**src/rtl/tick_stopwatch_pkg.sv**
```systemverilog
// Shared definitions for the tick_stopwatch block: FSM encodings, digit width
// and the all-nines terminal value helper.
package tick_stopwatch_pkg;

    localparam int unsigned DigitW    = 4;
    localparam int unsigned MaxDigits = 8;

    localparam logic [1:0] StIdle = 2'd0;
    localparam logic [1:0] StRun  = 2'd1;
    localparam logic [1:0] StHold = 2'd2;
    localparam logic [1:0] StOvf  = 2'd3;

    // BCD value with the lowest `digits` digits at 9, upper digits zero.
    function automatic logic [DigitW*MaxDigits-1:0] all_nines(input int unsigned digits);
        logic [DigitW*MaxDigits-1:0] v;
        v = '0;
        for (int unsigned i = 0; i < MaxDigits; i++) begin
            if (i < digits) begin
                v[i*DigitW +: DigitW] = DigitW'(9);
            end
        end
        return v;
    endfunction

endpackage

```
**src/rtl/tick_stopwatch_digit.sv**
```systemverilog
// bcd_digit: one registered BCD digit with increment, synchronous clear and
// ripple carry-out. Chained by tick_stopwatch to form the multi-digit count.
module bcd_digit
    import tick_stopwatch_pkg::*;
(
    input  logic              clk,
    input  logic              rst_n,
    input  logic              inc,
    input  logic              clr,
    output logic [DigitW-1:0] q,
    output logic              carry_out
);

    logic [DigitW-1:0] q_q;
    logic [DigitW-1:0] q_d;

    assign q         = q_q;
    assign carry_out = inc && (q_q == DigitW'(9));

    // Next digit value: clear wins, otherwise count 0..9 on inc.
    always_comb begin
        q_d = q_q;
        if (clr) begin
            q_d = '0;
        end else if (inc) begin
            q_d = (q_q == DigitW'(9)) ? '0 : q_q + DigitW'(1);
        end
    end

    // Digit register.
    always_ff @(posedge clk or negedge rst_n) begin
        if (!rst_n) begin
            q_q <= '0;
        end else begin
            q_q <= q_d;
        end
    end

endmodule

```
**src/rtl/tick_stopwatch.sv**
```systemverilog
// tick_stopwatch: start/stop/clear BCD stopwatch driven by a one-cycle time-base
// tick. A prescaler turns TICKS_PER_UNIT ticks into one BCD increment; a small
// FSM (IDLE/RUN/HOLD/OVF) gates counting.
// Optional comparator: define TICK_STOPWATCH_MATCH_EN to build the match pulse;
// otherwise match is tied low and match_val is ignored.
module tick_stopwatch
    import tick_stopwatch_pkg::*;
#(
    parameter int unsigned DIGITS         = 4,
    parameter int unsigned TICKS_PER_UNIT = 10,
    parameter int unsigned WRAP           = 0
) (
    input  logic                    sys_clk,
    input  logic                    sys_rst_n,
    input  logic                    tick_in,
    input  logic                    start,
    input  logic                    stop,
    input  logic                    clear,
    input  logic [4*DIGITS-1:0]     match_val,
    output logic [4*DIGITS-1:0]     bcd,
    output logic                    running,
    output logic                    overflow,
    output logic                    match
);

    localparam int unsigned BcdW  = DigitW * DIGITS;
    localparam int unsigned PresW = (TICKS_PER_UNIT > 1) ? $clog2(TICKS_PER_UNIT) : 1;
    localparam logic [PresW-1:0] PresLast = PresW'(TICKS_PER_UNIT - 1);
    localparam logic [DigitW*MaxDigits-1:0] NinesFull = all_nines(DIGITS);
    localparam logic [BcdW-1:0] BcdNines = NinesFull[BcdW-1:0];

    logic [1:0]       state_q;
    logic [1:0]       state_d;
    logic [PresW-1:0] pres_q;
    logic [PresW-1:0] pres_d;
    logic             ovf_q;
    logic             ovf_d;

    logic             tick_en;
    logic             pres_wrap;
    logic             terminal;
    logic             digit_inc;
    logic [DIGITS:0]  carry;
    logic             unused_carry;

    // A tick counts only in RUN and never on an edge carrying clear or stop.
    assign tick_en   = (state_q == StRun) && !clear && !stop && tick_in;
    assign pres_wrap = tick_en && (pres_q == PresLast);
    assign terminal  = (bcd == BcdNines);
    // Saturating build holds all-nines instead of rolling over.
    assign digit_inc = pres_wrap && ((WRAP != 0) || !terminal);

    assign carry[0]     = digit_inc;
    assign unused_carry = carry[DIGITS];

    genvar g;
    generate
        for (g = 0; g < DIGITS; g++) begin : g_digit
            bcd_digit u_digit (
                .clk       (sys_clk),
                .rst_n     (sys_rst_n),
                .inc       (carry[g]),
                .clr       (clear),
                .q         (bcd[g*DigitW +: DigitW]),
                .carry_out (carry[g+1])
            );
        end
    endgenerate

    // Control FSM; clear > stop > start.
    always_comb begin
        state_d = state_q;
        if (clear) begin
            state_d = StIdle;
        end else begin
            case (state_q)
                StIdle, StHold: begin
                    if (!stop && start) begin
                        state_d = StRun;
                    end
                end
                StRun: begin
                    if (stop) begin
                        state_d = StHold;
                    end else if (pres_wrap && terminal && (WRAP == 0)) begin
                        state_d = StOvf;
                    end
                end
                StOvf:   state_d = StOvf;
                default: state_d = StIdle;
            endcase
        end
    end

    // Prescaler over 0..TICKS_PER_UNIT-1, advanced by counted ticks only.
    always_comb begin
        pres_d = pres_q;
        if (clear) begin
            pres_d = '0;
        end else if (tick_en) begin
            pres_d = pres_wrap ? '0 : pres_q + PresW'(1);
        end
    end

    // Sticky overflow: set by any increment at terminal count.
    always_comb begin
        ovf_d = ovf_q;
        if (clear) begin
            ovf_d = 1'b0;
        end else if (pres_wrap && terminal) begin
            ovf_d = 1'b1;
        end
    end

    // Control state registers.
    always_ff @(posedge sys_clk or negedge sys_rst_n) begin
        if (!sys_rst_n) begin
            state_q <= StIdle;
            pres_q  <= '0;
            ovf_q   <= 1'b0;
        end else begin
            state_q <= state_d;
            pres_q  <= pres_d;
            ovf_q   <= ovf_d;
        end
    end

    assign running  = (state_q == StRun);
    assign overflow = ovf_q;

`ifdef TICK_STOPWATCH_MATCH_EN
    logic bcd_chg_q;
    logic bcd_chg_d;
    logic match_q;
    logic match_d;
    logic val_ok;

    // Flag that bcd took a new value at the last edge, so match fires only when
    // bcd becomes equal, not when match_val moves onto an unchanged bcd.
    always_comb begin
        bcd_chg_d = clear ? (bcd != '0) : digit_inc;
    end

    // Reject compare values containing a non-decimal digit.
    always_comb begin
        val_ok = 1'b1;
        for (int unsigned i = 0; i < DIGITS; i++) begin
            if (match_val[i*DigitW +: DigitW] > DigitW'(9)) begin
                val_ok = 1'b0;
            end
        end
    end

    // One-cycle pulse the cycle after bcd becomes equal to match_val.
    always_comb begin
        match_d = bcd_chg_q && val_ok && (bcd == match_val);
    end

    // Comparator registers.
    always_ff @(posedge sys_clk or negedge sys_rst_n) begin
        if (!sys_rst_n) begin
            bcd_chg_q <= 1'b0;
            match_q   <= 1'b0;
        end else begin
            bcd_chg_q <= bcd_chg_d;
            match_q   <= match_d;
        end
    end

    assign match = match_q;
`else
    logic unused_match_val;

    assign unused_match_val = ^match_val;
    assign match            = 1'b0;
`endif

endmodule

```
**config.mk**
```make
export PLATFORM = sky130hd
export DESIGN_NAME = tick_stopwatch
export DESIGN_NICKNAME = d
export VERILOG_FILES = /design/src/rtl/tick_stopwatch_pkg.sv /design/src/rtl/tick_stopwatch_digit.sv /design/src/rtl/tick_stopwatch.sv
export SDC_FILE = /design/constraint.sdc
export NUM_CORES = 1
export LEC_CHECK = 0
export BUFFER_PORTS_ARGS = -buffer_cell sky130_fd_sc_hd__buf_2
export CAP_MARGIN = 20
export CORE_MARGIN = 5
export CORE_UTILIZATION = 45
export CTS_CLUSTER_DIAMETER = 60
export CTS_CLUSTER_SIZE = 12
export DETAILED_ROUTE_END_ITERATION = 16
export PLACE_DENSITY = 0.76
export SLEW_MARGIN = 0
export SYNTH_ARGS = -nofsm -noshare
export SYNTH_HDL_FRONTEND = slang
export SYNTH_SLANG_ARGS = --single-unit
```
**constraint.sdc**
```tcl
create_clock -name sys_clk -period 2 [get_ports sys_clk]
set_input_delay 0.2 -clock sys_clk [delete_from_list [all_inputs] [get_ports sys_clk]]
set_output_delay 0.2 -clock sys_clk [all_outputs]
set_load 0.02 [all_outputs]
```
* After elaboration in Yosys (flattened, before gate mapping) *
Cells that the tools add are included.

cells by class
  add/subtract/negate cells = 5
  eq/ne operators = 11
  multiplexer cells = 22
  reductions and logical operators = 22

operators with widths
  operator                                             number
  2-to-1 mux 4 bit                                     15
  adder 4 x 1 -> 4 bit, second input constant          5
  equality test 4 bit, second input constant           5
  equality test 16 bit, second input constant          1
  nonzero test 2 bit                                   6
  logical AND 1 bit                                    10
  2-to-1 mux 2 bit                                     4
  one-hot mux 2 bit (3 select lines)                   1
  equality test 2 bit, second input constant           2
  != test 4 x 3 -> 1 bit, second input constant        1
  logical NOT 1 bit                                    3
  != test 3 bit, second input constant                 1
  equality test 2 x 1 -> 1 bit, second input constant  1
  logical NOT 2 bit                                    1
  2-to-1 mux 1 bit                                     2
  AND reduction 2 bit                                  1
  OR reduction 2 bit                                   1

storage, ports and cells
  bits in registers = 23
  input bits = 22
  output and inout bits = 19
  logic and storage cells = 67

* Longest topological paths before layout *
Gate-level depths: netlist of the first run.

  depth after elaboration = 11
  gate-level depth with buffers = 7
  depth with buffers taken out = 6

* Modules after synthesis *
Synthesis of the first run repeated with hierarchy kept, for this count alone.

second synthesis, totals
  cell total of the unflattened synthesis = 158
  area total of the unflattened synthesis = 1452.6 um^2

modules (own cells, without submodules)
  module          times used  cells an instance  area an instance (um^2)  seq. area each (um^2)
  bcd_digit       4           26                 241.5                    100.1
  tick_stopwatch  1           54                 486.7                    175.2

* Worst setup path after synthesis of the first run *
No wires, ideal clock.

  path type = register to register
  start = register g_digit[1].u_digit.q_q[0]
  end = register g_digit[3].u_digit.q_q[2]
  library setup time = 78 ps
  data arrival time = 1667 ps
  slack = 255 ps
  cell stages (with the launch flop) = 6
  path buffers = 0
  cells stage by stage = dfrtp_1 > ha_1 > and3b_1 > nand4_4 > or4b_1 > a21oi_1

on the way
  word-level cells in the longest chain between the ends = 7
  elaborated cells between the ends (all ways) = 8
  classes of those cells = eq/ne: 2; reduce/logical: 6

ends and longest elaborated chain
  element                                line                        source
  start: declaration                     tick_stopwatch_digit.sv:14  logic [DigitW-1:0] q_q;
  start signal: assignment               tick_stopwatch_digit.sv:35  q_q <= q_d;
  equality test 16 bit                   tick_stopwatch.sv:49        assign terminal = (bcd == BcdNines);
  logical NOT 1 bit                      tick_stopwatch.sv:51        assign digit_inc = pres_wrap && ((WRAP != 0) || !terminal);
  logical AND 1 bit                      tick_stopwatch.sv:51
  logical AND 1 bit                      tick_stopwatch_digit.sv:18  assign carry_out = inc && (q_q == DigitW'(9));
  logical AND 1 bit * (2 in a row)       tick_stopwatch_digit.sv:18
  nonzero test 2 bit (no source line) *  --
  end signal: assignment                 tick_stopwatch_digit.sv:35
  end: declaration                       tick_stopwatch_digit.sv:14

Mark *: on every way between the ends. The rest lies on a longest branch, timed or not.
A chain may end at the register's enable or synchronous reset.

* Worst setup path in the final report of the first run *
  start = register pres_q[1]
  end = register g_digit[3].u_digit.q_q[2]

on the way
  word-level cells in the longest chain between the ends = 7

ends and longest elaborated chain
  element                              line                        source
  start: declaration                   tick_stopwatch.sv:34        logic [PresW-1:0] pres_q;
  start signal: assignment             tick_stopwatch.sv:123       pres_q <= pres_d;
  equality test 4 bit                  tick_stopwatch.sv:48        assign pres_wrap = tick_en && (pres_q == PresLast);
  logical AND 1 bit                    tick_stopwatch.sv:48
  logical AND 1 bit                    tick_stopwatch.sv:51
  logical AND 1 bit (3 in a row)       tick_stopwatch_digit.sv:18
  nonzero test 2 bit (no source line)  --

No other way between the ends.

==> results of run 1 <==
==> cell type report <==
class | count | area share, %
clock buffers | 4 | 1.55
inverters | 5 | 1.11
multi-input cells | 116 | 48.8
flip-flops and latches | 23 | 33.9
well taps | 44 | 3.24
repair buffers | 33 | 11.4
==> Yosys cell counts (2+ instances only) <==
cell and count:
a211oi_1 2, a21oi_1 19, and2_1 3, and3b_1 2, and4bb_2 2, clkbuf_1 2, dfrtp_1 23, ha_1 8
inv_1 5, mux2i_1 2, nand2_1 5, nand3_1 7, nand3b_1 4, nor2_1 12, nor2b_1 5, nor3_1 2
nor4b_4 2, o21ai_0 13, o31ai_1 3, or3_1 8, or4_1 5
==> per-stage QoR <==
stage                     std cells  setup WS [ps]  cell area [um2]  total power [mW]
final                           225            101             1700             0.737
after global routing            225           6.96             1700             0.774
after CTS                       221           2.65             1640             0.743
after detailed placement        216           21.3             1600             0.524
after global placement          216            106             1600             0.523
after floorplan                 149            255             1430             0.503
==> where the power goes <==
part           total, mW  internal, mW  leakage (nW)  switching [mW]
clock network      0.220        0.0779        0.0150           0.142
logic             0.0476        0.0166         0.441          0.0310
registers          0.469         0.467         0.321         0.00266
==> timing repair <==
item	CTS	global route
hold buffers	1	0
setup buffers	0	4
endpoints found under the setup margin	1	7
cloned	0	0
gates resized for setup	0	6
endpoints found under the hold margin	23	0
pin swaps	1	0
==> layer usage <==
layer / vias up / track usage, % / wire length (um)
met5: - / 0 / 0
met4: 0 / 7.61 / 54
met3: 4 / 1.36 / 78
met2: 15 / 27.5 / 1640
met1: 618 / 18.6 / 1370
li1: 616 / - / -
==> sequential cells by signal (all words and copies together) (netlist names) <==
| register | cells |
|---|---|
| overflow | 1 |
| pres_q | 4 |
| g_digit.u_digit.q | 16 |
| state_q | 2 |
==> path summary, 6_finish.rpt <==
path	startpoint	endpoint	slack, ps	depth (start not counted)
min in group asynchronous	sys_rst_n	overflow$_DFFE_PN0P_	380	2
max	pres_q[1]$_DFFE_PN0P_	g_digit[3].u_digit.q[2]$_DFFE_PN0P_	100	6
max in group asynchronous	sys_rst_n	g_digit[3].u_digit.q[3]$_DFFE_PN0P_	1270	2
min	start	state_q[0]$_DFFE_PN0P_	250	5
min reg2reg	overflow$_DFFE_PN0P_	overflow$_DFFE_PN0P_	520	2
max reg2reg	pres_q[1]$_DFFE_PN0P_	g_digit[3].u_digit.q[2]$_DFFE_PN0P_	100	6
==> layout by cell type, fill, tap and decap left out, types with 3 or more instances in the layout <==
cell type | netlist | routed
inv_1 | 5 | 5
nor2b_1 | 5 | 5
and2_1 | 3 | 3
nand3b_1 | 4 | 4
buf_4 | 1 | 9
nor2_1 | 12 | 12
nand2_1 | 5 | 5
o21ai_0 | 13 | 13
clkbuf_4 | 0 | 3
nand3_1 | 7 | 6
ha_1 | 8 | 7
buf_2 | 1 | 23
or3_1 | 8 | 8
or4_1 | 5 | 5
o31ai_1 | 3 | 3
a21oi_1 | 19 | 18
dfrtp_1 | 23 | 23
==> logic make-up (layout without fill, tap and decap cells) <==
group / Yosys count / after routing / share of synthesized area [%]
AOI/OAI and AO/OA: 38 / 38 / 14.3
xor gates and xnor gates: 1 / 1 / 0.615
adders and majority gates: 8 / 8 / 7.02
buffers and inverters: 10 / 42 / 3.51
DFF: 23 / 23 / 40.4
muxes: 3 / 3 / 2.19
other: 1 / 1 / 0.263
and+or+nand+nor: 65 / 65 / 31.7
==> critical path, stage by stage, from the launching register on <==
cell and delay, ps:
dfrtp_1 430, inv_1 110, ha_4 150, and4bb_4 290
nand4_4 160, or4b_4 550, a21oi_2 150
==> out/qor.yml, run 1 <==
grt_pass1_vias: 1161
final_nets: 212
ys_warn_count: 0
diodes: 0
cts_max_path_buffers: 2
worstPathMaxFanout: 12
synth_nets: 179
gp_congestion: 0.780
clk_pin_slew_ps: 130
nFillCells: 278
hold_violations: 0
p_leak_nw: 0.777
pin_count: 41
clk_latency_ps: 310
period_share_pct: 95.0
yosysTopAreaCellShare_pct: 40.4
avgSynthCellArea_um2: 9.56
tightest_slew_ps: 518
drive_above_1_share_pct: 25.4
port_buffers: 23
h-tree-depth: 1
vdd_drop_max_mv: 0.191
root_buffer: "clkbuf_4"
cts_sinks: 23
power.density_nw_per_um2: 434
row_count: 20
cp-start-kind: "register"
hp-class: "in -> reg"
critical_path_class: "reg -> reg"
cts-buffers-inserted: 3
cap_violations: 0
die_x_um: 66.3
wl_per_cell_um: 14.0
synth_async_sr_flop_share_pct: 100
wirelength_mm: 3.15
yosysSeqAreaShare_pct: 40.4
start_util_pct: 46.7
slew_headroom_pct: 65.5
grt_max_degree: 24
synth_top_cell_by_area: "dfrtp_1"
drv_slew: 0
multiInputGateArea_um2: 828
syn_to_final_growth_pct: 19.1
cts_tree: "built"
ys_ff_latch: 23
status: "finished, final reports clean"
core-area_um2: 3050
via_count: 1253
final_antenna_net_count: 0
syn_inst: 149
antenna_found_initial: 0
die_area_um2: 4390
syn-cell-area_um2: 1430
required_ps: 2250
synth_area_leaders: "dfrtp_1 (40%), ha_1 (7.0%), a21oi_1 (6.7%)"
worstSetupEndpointType: "register"
dpl.hpwl_mm: 2.29
first_pass_iters: 4
drt_iter0_markers: 44
grt_use_total_pct: 15.5
yosys.cell_types.count: 36
fmax_mhz: 527
viasPerCell: 5.57
fin_crit_ps: 1900
die_y_um: 66.3
synth_edf_count: 0
rsz0062_at_grt: "false"
grt_pass1_wl_mm: 5.25
fin_hold_ws_ps: 248
overflow: 0
fin_worst_skew_ps: 3.73
crit_arrival_ps: 2150
finalSetupViolCount: 0
fin_util_pct: 55.6
seqCellArea_um2: 576
setup-tns-final_ps: 0
synth_flop_cell: "dfrtp_1"
drc: 0
No activity file was read; power rests on OpenSTA's default activity.
==> run 2: changes to the inputs <==
--- a/config.mk
+++ b/config.mk
@@ -9,10 +9,12 @@
 export CAP_MARGIN = 20
 export CORE_MARGIN = 5
 export CORE_UTILIZATION = 45
+export CTS_BUF_LIST = sky130_fd_sc_hd__clkbuf_16
 export CTS_CLUSTER_DIAMETER = 60
 export CTS_CLUSTER_SIZE = 12
 export DETAILED_ROUTE_END_ITERATION = 16
 export PLACE_DENSITY = 0.76
+export REMOVE_ABC_BUFFERS = 1
 export SLEW_MARGIN = 0
 export SYNTH_ARGS = -nofsm -noshare
 export SYNTH_HDL_FRONTEND = slang
==> run 2 against run 1 <==
Compared with the run above:
- combinational power about the same
- die area did not move
- wire length grew 1.1%
- critical path depth grew 1
- via count rose by 0.80%
- power grew 28%
- fmax down 0.86%
- register-to-register slack worse by 20 ps
- first-iteration DRC count up 59%
- critical path type unchanged
- largest cell class unchanged
- largest power group unchanged
==> out/qor.yml, run 2 (same netlist as run 1, synthesis figures left out) <==
status: "finished, final reports clean"  # unchanged
cts_max_path_buffers: 2  # unchanged
reg2reg_depth: 7  # was 6
clk_latency_ps: 250  # was 310 ps
gp_congestion: 0.843  # was 0.780
core-area_um2: 3050  # unchanged
syn_to_final_growth_pct: 22.9  # was 19.1%
first_pass_iters: 4  # unchanged
place_area_um2: 1590  # was 1600 um2
viasPerCell: 5.59  # was 5.57
overflow: 0  # unchanged
r2r-end: "g_digit[0].u_digit.q[3]$_DFFE_PN0P_"  # was g_digit[3].u_digit.q[2]$_DFFE_PN0P_
fin_crit_ps: 1920  # was 1900 ps
via_count: 1263  # was 1253
die_x_um: 66.3  # unchanged
critical_path_class: "reg -> reg"  # unchanged
grt_use_total_pct: 15.1  # was 15.5%
r2r_setup_slack_ps: 80  # was 100 ps
wirelength_mm: 3.18  # was 3.15 mm
fmax_mhz: 522  # was 527 MHz
final_nets: 213  # was 212
drc: 0  # unchanged
drive_above_1_share_pct: 25.3  # was 25.4%
grt_pass1_vias: 1219  # was 1161
grt_max_degree: 24  # unchanged
power.density_nw_per_um2: 538  # was 434 nW/um2
antenna_found_initial: 0  # unchanged
r2r-start: "pres_q[1]$_DFFE_PN0P_"  # unchanged
hold_violations: 0  # unchanged
final_antenna_net_count: 0  # unchanged
cap_violations: 0  # unchanged
final_cell_mix: "dfrtp_1 (23), buf_2 (23), a21oi_1 (19)"  # was dfrtp_1 (23), buf_2 (23), a21oi_1 (18)
worstPathMaxFanout: 5  # was 12
slew_headroom_pct: 65.2  # was 65.5%
design_area_um2: 1750  # was 1700 um2
worstSetupEndpoint: "g_digit[0].u_digit.q[3]$_DFFE_PN0P_"  # was g_digit[3].u_digit.q[2]$_DFFE_PN0P_
port_buffers: 23  # unchanged
clk_pin_slew_ps: 60  # was 130 ps
wl_per_cell_um: 14.1  # was 14.0 um
finalSetupViolCount: 0  # unchanged
root_buffer: "clkbuf_16"  # was clkbuf_4
worstSetupEndpointType: "register"  # unchanged
pin_count: 41  # unchanged
grt_util_met2_pct: 24.7  # was 27.5%
grt_pass1_wl_mm: 5.33  # was 5.25 mm
period_share_pct: 95.8  # was 95.0%
cp-start-kind: "register"  # unchanged
drv_slew: 0  # unchanged
start_util_pct: 46.7  # unchanged
busiest_layer: "met2"  # unchanged
largest_reg_flops: 16  # unchanged
fin_worst_skew_ps: 1.68  # was 3.73 ps
tightest_slew_ps: 522  # was 518 ps
met1_usage_pct: 19.6  # was 18.6%
cts_sinks: 23  # unchanged
row_count: 20  # unchanged
die_y_um: 66.3  # unchanged
die_area_um2: 4390  # unchanged
cts-buffers-inserted: 3  # unchanged
h-tree-depth: 1  # unchanged
fin_util_pct: 57.4  # was 55.6%
required_ps: 2170  # was 2250 ps
dp_slack_ps: 54.1  # was 21.3 ps
fin_hold_ws_ps: 303  # was 248 ps
worst_slack_ps: 84.3  # was 101 ps
cts_tree: "built"  # unchanged
diodes: 0  # unchanged
hp-class: "in -> reg"  # unchanged
p_leak_nw: 0.816  # was 0.777 nW
drt_iter0_markers: 70  # was 44
worstSetupStartpoint: "pres_q[1]$_DFFE_PN0P_"  # unchanged
vdd_drop_max_mv: 0.596  # was 0.191 mV
nFillCells: 275  # was 278
grtUsageMet3_pct: 4.08  # was 1.36%
dpl.hpwl_mm: 2.18  # was 2.29 mm
crit_arrival_ps: 2090  # was 2150 ps
## run 2: cell types whose count changed in the layout (fill, tap and decap cells not counted), sizes merged
cell / change
clkbuf: -1
inv: +1
nand4: +1
## run 2: area by class of cell
cell class                      count  area [um2]  share of cell area, %
Inverter                            5        18.8                   1.07
Multi-Input combinational cell    117         831                   47.4
Tap cell                           44        55.1                   3.14
Sequential cell                    23         576                   32.9
Clock buffer                        3        75.1                   4.29
Timing Repair Buffer               33         193                   11.0
Clock inverter                      1        3.75                  0.214
## run 2: metrics by stage
stage,cells,TNS (ps),total power [mW]
final,226,0,0.943
after global placement,215,0,0.523
after floorplan,144,0,0.493
after global routing,226,-30.4,0.970
after CTS,222,0,0.949
after detailed placement,215,0,0.524
## run 2: report_power, final
group	total (mW)	leakage (nW)	switching [mW]	internal, mW
Clock	0.425	0.0423	0.158	0.267
Sequential	0.470	0.321	0.00272	0.467
Combinational	0.0476	0.454	0.0313	0.0163
Total	0.943	0.816	0.192	0.750
## run 2: critical path, stage by stage, from the launching register on
cell and delay [ps]:
dfrtp_1 420, inv_1 70, ha_1 180, and4bb_4 300
buf_4 120, nand3_2 100, or4_1 470, a31oi_1 180
## run 2: what timing repair did
item,4_1_cts,5_1_grt
setup buffers,2,3
endpoints found under the setup margin,1,7
pin swaps,1,1
resized for setup,0,4
gates cloned,0,1
hold endpoints to repair,23,0
hold buffers,1,0
## run 2: worst min path at each step
stage | to | slack [ps] | startpoint | cells past startpoint
floorplan | g_digit[0].u_digit.q[0]$_DFFE_PN0P_ | -100 | sys_rst_n | 0
global placement | g_digit[0].u_digit.q[3]$_DFFE_PN0P_ | 200 | sys_rst_n | 1
detailed placement | g_digit[0].u_digit.q[1]$_DFFE_PN0P_ | 200 | sys_rst_n | 1
CTS | state_q[0]$_DFFE_PN0P_ | 310 | start | 5
global route | state_q[0]$_DFFE_PN0P_ | 360 | start | 5
finish | state_q[0]$_DFFE_PN0P_ | 300 | start | 5
## run 2: metal layers
layer,wire length (um),up-vias,share of wire (%)
met4,19,0,0.60
met1,1510,613,47
met2,1500,34,47
li1,-,614,-
met3,150,2,4.7
met5,0,-,0
